--- config.mk ---
export PLATFORM = sky130hd
export DESIGN_NAME = mem_access_stage
export DESIGN_NICKNAME = d
export VERILOG_FILES = /design/src/rtl/mem_access_stage.sv
export SDC_FILE = /design/constraint.sdc
export NUM_CORES = 1
export LEC_CHECK = 0
export BUFFER_PORTS_ARGS = -buffer_cell sky130_fd_sc_hd__buf_2
export CAP_MARGIN = 20
export CORE_MARGIN = 3
export CORE_UTILIZATION = 48
export CTS_CLUSTER_DIAMETER = 50
export DETAILED_ROUTE_END_ITERATION = 12
export PLACE_DENSITY_LB_ADDON = 0.1
export SLEW_MARGIN = 20
export SYNTH_ARGS = -nofsm -noshare
export SYNTH_HDL_FRONTEND = slang
export SYNTH_SLANG_ARGS = --single-unit
--- constraint.sdc ---
create_clock -name clk -period 2.15 [get_ports clk]
set_input_delay 0.43 -clock clk [delete_from_list [all_inputs] [get_ports clk]]
set_output_delay 0.43 -clock clk [all_outputs]
set_load 0.1 [all_outputs]
--- src/rtl/mem_access_stage.sv ---
// Data-memory access stage feeding the EX/WB register. Non-memory ops pass
// straight through; LW/SW run a req/ack transaction and stall upstream.
//
// Ports:
//   clk, rstd       clock, synchronous active-high reset
//   op_in           opcode from execute stage
//   alu_result_in   effective byte address for LW/SW
//   ot_in           store data for SW
//   stall           hold PC, IF/ID and ID/EX this cycle
//   op_out          opcode to EX/WB (NOP bubble while stalled)
//   dm_data_out     load data to EX/WB
//   fault_out       one-cycle pulse on misaligned access or timeout
//   dm_req/we/addr/wdata  registered data-memory request
//   dm_ack, dm_rdata      memory completion and read data
module mem_access_stage #(
    parameter logic [5:0]  OP_LW   = 6'd35,
    parameter logic [5:0]  OP_SW   = 6'd43,
    parameter logic [5:0]  OP_NOP  = 6'd55,
    parameter int unsigned TIMEOUT = 16
) (
    input  logic        clk,
    input  logic        rstd,
    input  logic [5:0]  op_in,
    input  logic [31:0] alu_result_in,
    input  logic [31:0] ot_in,
    output logic        stall,
    output logic [5:0]  op_out,
    output logic [31:0] dm_data_out,
    output logic        fault_out,
    output logic        dm_req,
    output logic        dm_we,
    output logic [31:0] dm_addr,
    output logic [31:0] dm_wdata,
    input  logic        dm_ack,
    input  logic [31:0] dm_rdata
);

    typedef enum logic [1:0] {
        S_IDLE,
        S_WAIT,
        S_DONE
    } state_t;

    // Timeout fires on the WAIT cycle where cnt reaches TIMEOUT-1.
    localparam bit          TO_EN    = (TIMEOUT != 0);
    localparam logic [15:0] CNT_LAST = 16'(TIMEOUT - 1);

    state_t      state;
    logic [15:0] cnt;
    logic [31:0] data_q;
    logic [5:0]  op_q;
    logic        flt_q;

    logic is_mem;
    logic misal;

    assign is_mem = (op_in == OP_LW) || (op_in == OP_SW);
    assign misal  = |alu_result_in[1:0];

    always_ff @(posedge clk) begin
        if (rstd) begin
            state    <= S_IDLE;
            cnt      <= 16'd0;
            data_q   <= 32'd0;
            op_q     <= OP_NOP;
            flt_q    <= 1'b0;
            dm_req   <= 1'b0;
            dm_we    <= 1'b0;
            dm_addr  <= 32'd0;
            dm_wdata <= 32'd0;
        end else begin
            unique case (state)
                S_IDLE: begin
                    if (is_mem && misal) begin
                        op_q   <= OP_NOP;
                        flt_q  <= 1'b1;
                        data_q <= 32'd0;
                        state  <= S_DONE;
                    end else if (is_mem) begin
                        dm_req   <= 1'b1;
                        dm_we    <= (op_in == OP_SW);
                        dm_addr  <= alu_result_in;
                        dm_wdata <= ot_in;
                        op_q     <= op_in;
                        cnt      <= 16'd0;
                        state    <= S_WAIT;
                    end
                end
                S_WAIT: begin
                    // Ack has priority over a timeout in the same cycle.
                    if (dm_ack) begin
                        dm_req <= 1'b0;
                        data_q <= (op_q == OP_LW) ? dm_rdata : 32'd0;
                        state  <= S_DONE;
                    end else if (TO_EN && (cnt == CNT_LAST)) begin
                        dm_req <= 1'b0;
                        op_q   <= OP_NOP;
                        flt_q  <= 1'b1;
                        data_q <= 32'hDEADBEEF;
                        state  <= S_DONE;
                    end else begin
                        cnt <= cnt + 16'd1;
                    end
                end
                S_DONE: begin
                    flt_q <= 1'b0;
                    state <= S_IDLE;
                end
                default: state <= S_IDLE;
            endcase
        end
    end

    always_comb begin
        stall       = 1'b0;
        op_out      = op_in;
        dm_data_out = 32'd0;
        fault_out   = 1'b0;
        unique case (1'b1)
            (state == S_IDLE): begin
                if (is_mem) begin
                    stall  = 1'b1;
                    op_out = OP_NOP;
                end
            end
            (state == S_WAIT): begin
                stall  = 1'b1;
                op_out = OP_NOP;
            end
            (state == S_DONE): begin
                // op_in is the same stalled instruction; ignore it here.
                op_out      = op_q;
                dm_data_out = data_q;
                fault_out   = flt_q;
            end
            default: begin
                stall  = 1'b0;
                op_out = op_in;
            end
        endcase
    end

endmodule

## Word level (Yosys, flattened, before mapping)

Cells that the tools add are included.

| word-level totals | value |
|---|---|
| register bits | 123 |
| input bits | 105 |
| output and inout port bits | 106 |
| word-level logic and storage cells | 73 |

| operators by class | value |
|---|---|
| $add $sub $neg | 1 |
| eq/ne operators | 14 |
| mux-type cells | 35 |
| bitwise gates (word level) | 1 |
| reductions and logical operators | 13 |

Operators with widths:

| kind | number |
|---|---|
| 32-bit 2-to-1 mux | 5 |
| 16-bit 2-to-1 mux | 4 |
| 32-bit one-hot mux with 2 select lines | 1 |
| 16-bit one-hot mux with 2 select lines | 1 |
| 6-bit 2-to-1 mux | 5 |
| 6-bit equality test, second input constant | 3 |
| 6-bit one-hot mux with 3 select lines | 1 |
| 16-bit by 1-bit adder with 16-bit output, second input constant | 1 |
| 16-bit by 4-bit equality test with 1-bit output, second input constant | 1 |
| 2-bit != test, second input constant | 6 |
| 6-bit one-hot mux with 2 select lines | 1 |
| 4-bit AND reduction | 3 |
| 1-bit 2-to-1 mux | 9 |
| 2-bit 2-to-1 mux | 4 |
| 3-bit != test, second input constant | 2 |
| 3-bit AND reduction | 2 |
| 5-bit AND reduction | 1 |
| 1-bit one-hot mux with 2 select lines | 2 |
| 2-bit one-hot mux with 2 select lines | 1 |
| 1-bit one-hot mux with 3 select lines | 1 |
| 3-bit nonzero test | 1 |
| 2-bit by 1-bit equality test with 1-bit output, second input constant | 1 |
| 2-bit equality test, second input constant | 1 |
| 2-bit logical NOT | 1 |
| 6 further kinds | 6 |

## Depth between registers and ports, before layout

Gate-level depths: netlist of the first run.

| depth | value |
|---|---|
| word-level depth | 5 |
| gate-level depth with buffers | 7 |
| depth with buffers taken out | 6 |

## Worst setup path before layout of the first run

No wires, ideal clock.

| timing path | value |
|---|---|
| kind | register to output |
| start point | register state[0] |
| end point | output op_out[3] |
| data arrival time | 3.057 ns |
| required time | 1.720 ns |
| path slack | -1.337 ns |
| cell stages (with the launch flop) | 6 |
| path buffers | 3 |
| cell sequence | dfxtp_1 > buf_2 > nor2b_1 > clkbuf_1 > clkbuf_1 > o21ai_0 |

| between the ends | value |
|---|---|
| cells in the longest elaborated chain, start to end | 2 |

RTL lines:

| element | line | RTL |
|---|---|---|
| start: declaration | 48 | `state_t state;` |
| start signal: assignment | 62 | `state <= S_IDLE;` |
| start signal: assignment | 78 | `state <= S_DONE;` |
| start signal: assignment | 86 | `state <= S_WAIT;` |
| 2-bit equality test, or another cell as far along | 130 | `(state == S_DONE): begin` |
| 6-bit one-hot mux with 3 select lines (*) | 119 | `unique case (1'b1)` |
| end: declaration | 27 | `output logic [5:0] op_out,` |

Every way passes the cells marked *; elsewhere a longest branch is shown, timed or not.

## Worst setup path after layout of the first run

| timing path | value |
|---|---|
| start point | register state[0] |
| end point | output op_out[2] |

The elaborated chain is that of the path after synthesis.

==> results of run 1 <==
-- final timing paths --
path | from | end | slack [ns] | depth (start not counted)
max | state[0]$_SDFFE_PP0P_ | op_out[2] | 0.05 | 4
min | dm_rdata[20] | data_q[20]$_SDFFE_PP0P_ | 0.13 | 2
max reg2reg | cnt[0]$_SDFFE_PP0P_ | data_q[4]$_SDFFE_PP0P_ | 0.13 | 7
min reg2reg | dm_addr[10]$_SDFFE_PP0P_ | dm_addr[10]$_SDFFE_PP0P_ | 0.45 | 2
-- power breakdown --
group,total [mW],internal [mW],switching (mW)
registers,2.29,2.29,0.00401
logic,0.364,0.139,0.224
clock network,2.87,1.79,1.08
-- cell families after synthesis --
logic type                 synth area share, %
AOI/OAI and AO/OA                         21.2
adders and majority gates                0.241
buffers and inverters                     5.18
DFF                                       47.4
muxes                                     1.76
and+or+nand+nor                           24.2
-- area by class of cell --
cell class | count | area (um2)
Fill cell | 774 | 2760
Multi-Input combinational cell | 435 | 2540
Sequential cell | 123 | 2470
Timing Repair Buffer | 231 | 1860
Clock buffer | 17 | 414
Clock inverter | 14 | 186
Tap cell | 136 | 170
Inverter | 3 | 11.3
Antenna cell | 1 | 2.50
-- layer usage --
layer  global-route usage (%)  vias to the layer above  share of wire [%]  routed length (um)
met4                     9.88                        0                1.9                 290
met1                     28.6                     2404                 39                5950
li1                         -                     2512                  -                   -
met5                        0                        -                  0                   0
met3                     6.58                       27                8.0                1230
met2                     43.5                      213                 52                7960
-- synth_stat cells, types with 5 or more instances --
library cell  count
a21boi_0         24
buf_2            10
nand2_1         136
o21ai_0           9
nand3_1           9
o2bb2ai_1        26
clkbuf_1         23
mux2i_1           8
or3_1             7
buf_6             7
a21oi_1          81
buf_4             5
dfxtp_1         123
and2_1           35
nor3_1           10
a22o_1            8
nor2_1           30
-- repair_timing --
item                                    4_1_cts  5_1_grt
endpoints found under the setup margin       34       22
resized for setup                             8        3
buffers inserted                              0        0
pin swaps                                     0        0
-- state kept, by name, summed over array words and instances (netlist names) --
name / cells
cnt: 16
data_q: 32
dm_addr: 32
dm_req: 1
dm_wdata: 32
dm_we: 1
flt_q: 1
op_q: 6
state: 2
-- per-stage QoR --
step                cells  util (%)  hold slack [ns]  area (um2)  total power [mW]
finish                960      73.5            0.128        7650              5.53
global placement      928      67.4            0.435        7020              2.69
detailed placement    928      67.4            0.439        7020              2.70
CTS                   959      73.4            0.111        7650              5.58
floorplan             607         -            0.424        5250              2.53
global route          960      73.5            0.119        7650              5.72
-- critical path, stage by stage, from the launching register on --
cell and delay [ns]:
dfxtp_4 0.38, buf_4 0.17, mux2i_1 0.12, a22oi_2 0.26
buf_12 0.21
==> flow_summary.ini, run 1 <==
[floorplanning]
die-area_um2 = 12100
fp-row-count = 37
die_w_um = 110
io_pins = 211
start_util_pct = 49.8
fp.dieH_um = 110
core-area_um2 = 10400

[min_path]
hp-class = input pin to register

[cts]
cts_root_buf = clkbuf_8
clk_latency_ns = 0.52
clockBufferDepth = 2
cts_buffers = 17
clkTransAtPathRegs_ns = 0.06
cts_tree = yes
postCtsHoldBufs = 0
clock-sinks = 123
h-tree-depth = 4

[place]
routabilityCongestion = 0.887
hpwl_um = 11200
dp_slack_ns = 0.0306
io_buffer_count = 210

[logic_synthesis]
syn_area_per_cell_um2 = 8.55
yosys_warnings = 0
synth.largest_area_cell = dfxtp_1
syn-num-nets = 713
synth_area_um2 = 5190
ys_ff_latch = 123
ys_types = 49
yosysTopAreaCellShare_pct = 47.4
synth_cells = 607
synthFlopType = dfxtp_1
ys_top_cells_by_area = dfxtp_1, nand2_1, a21oi_1, o2bb2ai_1, and2_1
postSynth.asyncResetShare_pct = 0
synth-edff-count = 0
seq_area_frac_synth_pct = 47.4

[route]
vias = 5156
wl_um = 15400
drtPass1Iterations = 5
vias_per_cell = 5.37
drt_iter0_drc = 304
wl_per_cell_um = 16.1
antenna_left = 0
drc = 0

[global_routing]
antenna_found_initial = 1
grt_pass1_wl_um = 23500
gr-total-overflow = 0
grt_pass1_vias = 4915
grt_usage_pct = 24.8
grt_max_degree = 66

[sta]
fmax_mhz = 476
finClkSkew_ns = 0.00780
drv_slew = 0
rsz0062_at_grt = false
layout_worst_path_cycle_share_pct = 97.7
max_slew_margin_pct = 64.3
finalCriticalPeriod_ns = 2.10
tns_ns = 0
timing.final.ws_setup_ns = 0.0487
tightest_slew_ns = 0.535
hold_viol = 0
setup_violations = 0

[layout]
final_cell_mix = buf_2, nand2_1, dfxtp_1, a21oi_1, buf_12
nNetsFinal = 917
areaGrowthSynthToFinish_pct = 47.5
layout-drive-gt1-share_pct = 38.8
mostFrequentLayoutCell = buf_2

[critical_path]
critPathMaxFanout = 9
worst-setup-path-type = register to output port
start_kind = register
critPathArrivalTime_ns = 1.67
crit_required_ns = 1.72
crit_path_end_kind = output port

[power_and_ir_drop]
p_per_area_nw_per_um2 = 722
irDropWorstVdd_v = 0.000525
leakage_nw = 3.15

[status]
status = completed

[job]
drv_cap = 0
Note: power is estimated with default switching activity, not from simulation.
==> inputs of run 2 (changes only) <==
==> constraint.sdc (replaced) <==
create_clock -name clk -period 2.15 [get_ports clk]
set_input_delay 0.215 -clock clk [delete_from_list [all_inputs] [get_ports clk]]
set_output_delay 0.215 -clock clk [all_outputs]
set_load 0.1 [all_outputs]
==> flow_summary.ini, run 2 (synthesis gave the netlist of run 1 again) <==
[status]
status = completed

[global_routing]
grt_pass1_wl_um = 26200
met1_usage_pct = 32.9
met2_usage_pct = 47.5
antenna_found_initial = 3
busiest_layer = met2
gr-total-overflow = 0
grt_pass1_vias = 5386
grt_usage_pct = 27.3
grt_util_met3_pct = 6.17
grt_max_degree = 58

[critical_path]
critPathMaxFanout = 34
crit_required_ns = 1.93
worst-setup-path-type = register to output port
critPathArrivalTime_ns = 1.85
start_kind = register
crit_path_end_kind = output port

[layout]
mostFrequentLayoutCell = buf_2
areaGrowthSynthToFinish_pct = 61.9
layoutNonFillerInstCount = 1048
layout-drive-gt1-share_pct = 30.9
final_cell_mix = buf_2, nand2_1, dfxtp_1, dlygate4sd3_1, a21oi_1
nNetsFinal = 1003
top_regs = data_q (32), dm_addr (32), dm_wdata (32)

[place]
routabilityCongestion = 0.932
io_buffer_count = 210
dp_slack_ns = 0.203
dpl.cell_count = 924
hpwl_um = 10700

[power_and_ir_drop]
p_per_area_nw_per_um2 = 647
irDropWorstVdd_v = 0.000555
leakage_nw = 3.43
p_total_mw = 5.44

[route]
vias_per_cell = 5.38
drc = 0
drt_iter0_drc = 503
wl_per_cell_um = 16.1
drtPass1Iterations = 5
wl_um = 16900
vias = 5637
antenna_left = 0

[floorplanning]
die-area_um2 = 12100
start_util_pct = 49.8
die_w_um = 110
io_pins = 211
fp.dieH_um = 110
fp-row-count = 37
core-area_um2 = 10400

[sta]
tns_ns = 0
finalCriticalPeriod_ns = 2.06
hold_viol = 0
timing.final.ws_setup_ns = 0.0895
fmax_mhz = 485
hold_ws_ns = 0.00994
drv_slew = 0
setup_violations = 0
finClkSkew_ns = 0.00766
tightest_slew_ns = 0.599
layout_worst_path_cycle_share_pct = 95.8
max_slew_margin_pct = 60.1
rsz0062_at_grt = false

[min_path]
hp-class = input pin to register

[cts]
cts_buffers = 17
cts_root_buf = clkbuf_8
h-tree-depth = 4
clock-sinks = 123
cts_tree = yes
clk_latency_ns = 0.51
clkTransAtPathRegs_ns = 0.06
clockBufferDepth = 2

[job]
drv_cap = 0
[run 2: cell types whose count changed in the layout (fill, tap and decap cells not counted), sizes merged]
cell,delta
dlygate4sd3,+89
buf,-3
clkinvlp,+4
clkinv,-2
diode,+2
bufinv,-2
[run 2: final timing paths]
check / from / to / slack, ns / cells after the start
worst max-delay path: state[1]$_SDFFE_PP0P_ / dm_data_out[3] / 0.09 / 5
worst min-delay path: dm_rdata[11] / data_q[11]$_SDFFE_PP0P_ / 0.01 / 3
worst max register to register: cnt[0]$_SDFFE_PP0P_ / data_q[29]$_SDFFE_PP0P_ / 0.17 / 7
worst min register to register: dm_addr[3]$_SDFFE_PP0P_ / dm_addr[3]$_SDFFE_PP0P_ / 0.45 / 2
[run 2: metrics by stage]
step / utilization (%) / cell area [um2]
3_5_place_dp: 66.5 / 6920
2_1_floorplan: - / 5210
3_3_place_gp: 66.5 / 6920
4_1_cts: 80.5 / 8390
6_report: 80.7 / 8400
5_1_grt: 80.7 / 8400
[run 2: final cells by class]
type,instances,area [um2]
diodes,3,7.51
clock buffers,17,414
clock inverters,14,138
fillers,661,2010
inverters,3,11.3
multi-input cells,435,2500
flip-flops and latches,123,2460
well taps,136,170
repair buffers,317,2700
[run 2: report_power, final]
group / internal [mW] / switching (mW) / total (mW)
Combinational: 0.243 / 0.251 / 0.494
Clock: 1.55 / 1.10 / 2.65
Sequential: 2.29 / 0.00388 / 2.29
[run 2: layer usage]
| metal | routed length (um) | up-vias |
|---|---|---|
| met5 | 0 | - |
| met4 | 389 | 0 |
| met3 | 1210 | 32 |
| met2 | 8590 | 250 |
| met1 | 6730 | 2673 |
| li1 | - | 2682 |
[run 2: worst max-delay path, cell delays in order, from the launching register on]
cell,delay [ns]
dfxtp_1,0.34
buf_6,0.18
nor2b_4,0.22
buf_12,0.18
and2_1,0.21
buf_12,0.19
[run 2: what timing repair did]
action,CTS,global route
gates resized for setup,3,2
endpoints found under the setup margin,33,32
setup buffers,1,0
endpoints found under the hold margin,89,0
hold buffers,89,0
==> inputs of run 3 (changes only) <==
--- a/config.mk
+++ b/config.mk
@@ -11,7 +11,7 @@
 export CORE_UTILIZATION = 48
 export CTS_CLUSTER_DIAMETER = 50
 export DETAILED_ROUTE_END_ITERATION = 12
-export PLACE_DENSITY_LB_ADDON = 0.1
+export PLACE_DENSITY = 0.8
 export SLEW_MARGIN = 20
 export SYNTH_ARGS = -nofsm -noshare
 export SYNTH_HDL_FRONTEND = slang
==> flow_summary.ini, run 3 (synthesis gave the netlist of run 1 again) <==
[sta]
tightest_slew_ns = 0.616
max_slew_margin_pct = 58.9
finalCriticalPeriod_ns = 2.01
setup_violations = 0
rsz0062_at_grt = false
layout_worst_path_cycle_share_pct = 93.5
tns_ns = 0
drv_slew = 0
hold_viol = 0
fmax_mhz = 498
finClkSkew_ns = 0.0129

[cts]
cts_tree = yes
clock-sinks = 123
clockBufferDepth = 2
cts_root_buf = clkbuf_8
h-tree-depth = 4
clk_latency_ns = 0.50
clkTransAtPathRegs_ns = 0.05
cts_buffers = 17

[layout]
nNetsFinal = 997
final_cell_mix = buf_2, nand2_1, dfxtp_1, dlygate4sd3_1, a21oi_1
layoutNonFillerInstCount = 1040
mostFrequentLayoutCell = buf_2
areaGrowthSynthToFinish_pct = 60.9
layout-drive-gt1-share_pct = 31.7
top_regs = data_q (32), dm_addr (32), dm_wdata (32)

[critical_path]
path_cells = buf_4, mux2i_1, a22oi_2, buf_12
crit_required_ns = 1.93
crit_path_end_kind = output port
r2r_end = op_q[3]$_SDFFE_PP0P_
start_kind = register
r2r_cells = 7
critPathMaxFanout = 9
path_delay_family = flip-flops
worst-setup-path-type = register to output port
slowest_stage = dfxtp_1
crit-reg2reg-launch = cnt[0]$_SDFFE_PP0P_
cp_num_cells = 4
critPathArrivalTime_ns = 1.79
slowest_delay_ns = 0.52
ff2ff_setup_slack_ns = 0.17
crit_buf_inv = 2

[route]
met1Wirelength_um = 6440
top_layer = met5
wl_per_cell_um = 16.8
vias = 5630
wl_um = 17500
drc = 0
wl_met3_um = 1070
wl_met2_um = 9200
vias_per_cell = 5.41
drtPass1Iterations = 5
drt_iter0_drc = 407
antenna_left = 0

[global_routing]
antenna_found_initial = 2
grt_max_degree = 66
gr-total-overflow = 0
grt_pass1_vias = 5604
grt_pass1_wl_um = 27000
grt_usage_pct = 28.4

[power_and_ir_drop]
p_total_mw = 5.45
p_per_area_nw_per_um2 = 652
irDropWorstVdd_v = 0.000513
leakage_nw = 3.42

[place]
io_buffer_count = 210
dpl.cell_count = 925
routabilityCongestion = 0.879
hpwl_um = 11300

[status]
status = completed

[floorplanning]
die-area_um2 = 12100
fp-row-count = 37
core-area_um2 = 10400
die_w_um = 110
start_util_pct = 49.8
fp.dieH_um = 110
io_pins = 211

[min_path]
hp-class = input pin to register
hold_start = dm_rdata[25]
holdPathEnd = data_q[25]$_SDFFE_PP0P_
whs_path_depth = 3

[job]
drv_cap = 0
[run 3: layout make-up]
cell class | instances | area [um2]
diodes | 1 | 2.50
clock buffers | 17 | 414
clock inverters | 14 | 148
fillers | 625 | 2060
inverters | 3 | 11.3
multi-input cells | 435 | 2500
flip-flops and latches | 123 | 2460
well taps | 136 | 170
repair buffers | 311 | 2650
[run 3: per-layer routing]
metal | global-route usage [%] | vias to the layer above
met5 | 0 | -
met3 | 6.41 | 66
met1 | 31.1 | 2652
li1 | - | 2664
met4 | 15.0 | 2
met2 | 50.7 | 246
[run 3: per-stage QoR]
stage | setup slack (ns) | utilization [%] | hold slack, ns | cell area, um2
5_1_grt | 0.0472 | 80.2 | 0.0205 | 8350
3_5_place_dp | 0.174 | 66.8 | 0.433 | 6960
4_1_cts | 0.00451 | 79.9 | 0.000406 | 8320
2_1_floorplan | 0.0572 | - | 0.340 | 5210
6_report | 0.140 | 80.2 | 0.0251 | 8350
3_3_place_gp | 0.250 | 66.8 | 0.430 | 6960
[run 3: how the worst max path moves through the flow]
stage,from,end,slack (ns)
floorplan,state[0]$_SDFFE_PP0P_,stall,0.06
global placement,cnt[0]$_SDFFE_PP0P_,data_q[24]$_SDFFE_PP0P_,0.25
detailed placement,cnt[0]$_SDFFE_PP0P_,data_q[4]$_SDFFE_PP0P_,0.17
CTS,state[1]$_SDFFE_PP0P_,dm_data_out[12],0.005
global route,state[0]$_SDFFE_PP0P_,op_out[2],0.05
finish,state[0]$_SDFFE_PP0P_,op_out[2],0.14
[run 3: what timing repair did]
item	CTS	global route
endpoints found under the hold margin	80	0
endpoints found under the setup margin	30	35
setup buffers	0	3
pin swaps	0	1
gates resized for setup	1	2
hold buffers	80	0
[run 3: worst min-delay path, cell delays in order]
cell	delay, ns
buf_2	0.08
a21boi_0	0.07
o2bb2ai_1	0.12
[run 3: power breakdown]
group	leakage (nW)	switching, mW	internal, mW
clock	0.262	1.02	1.64
combinational	2.17	0.255	0.234
sequential	0.991	0.00441	2.29
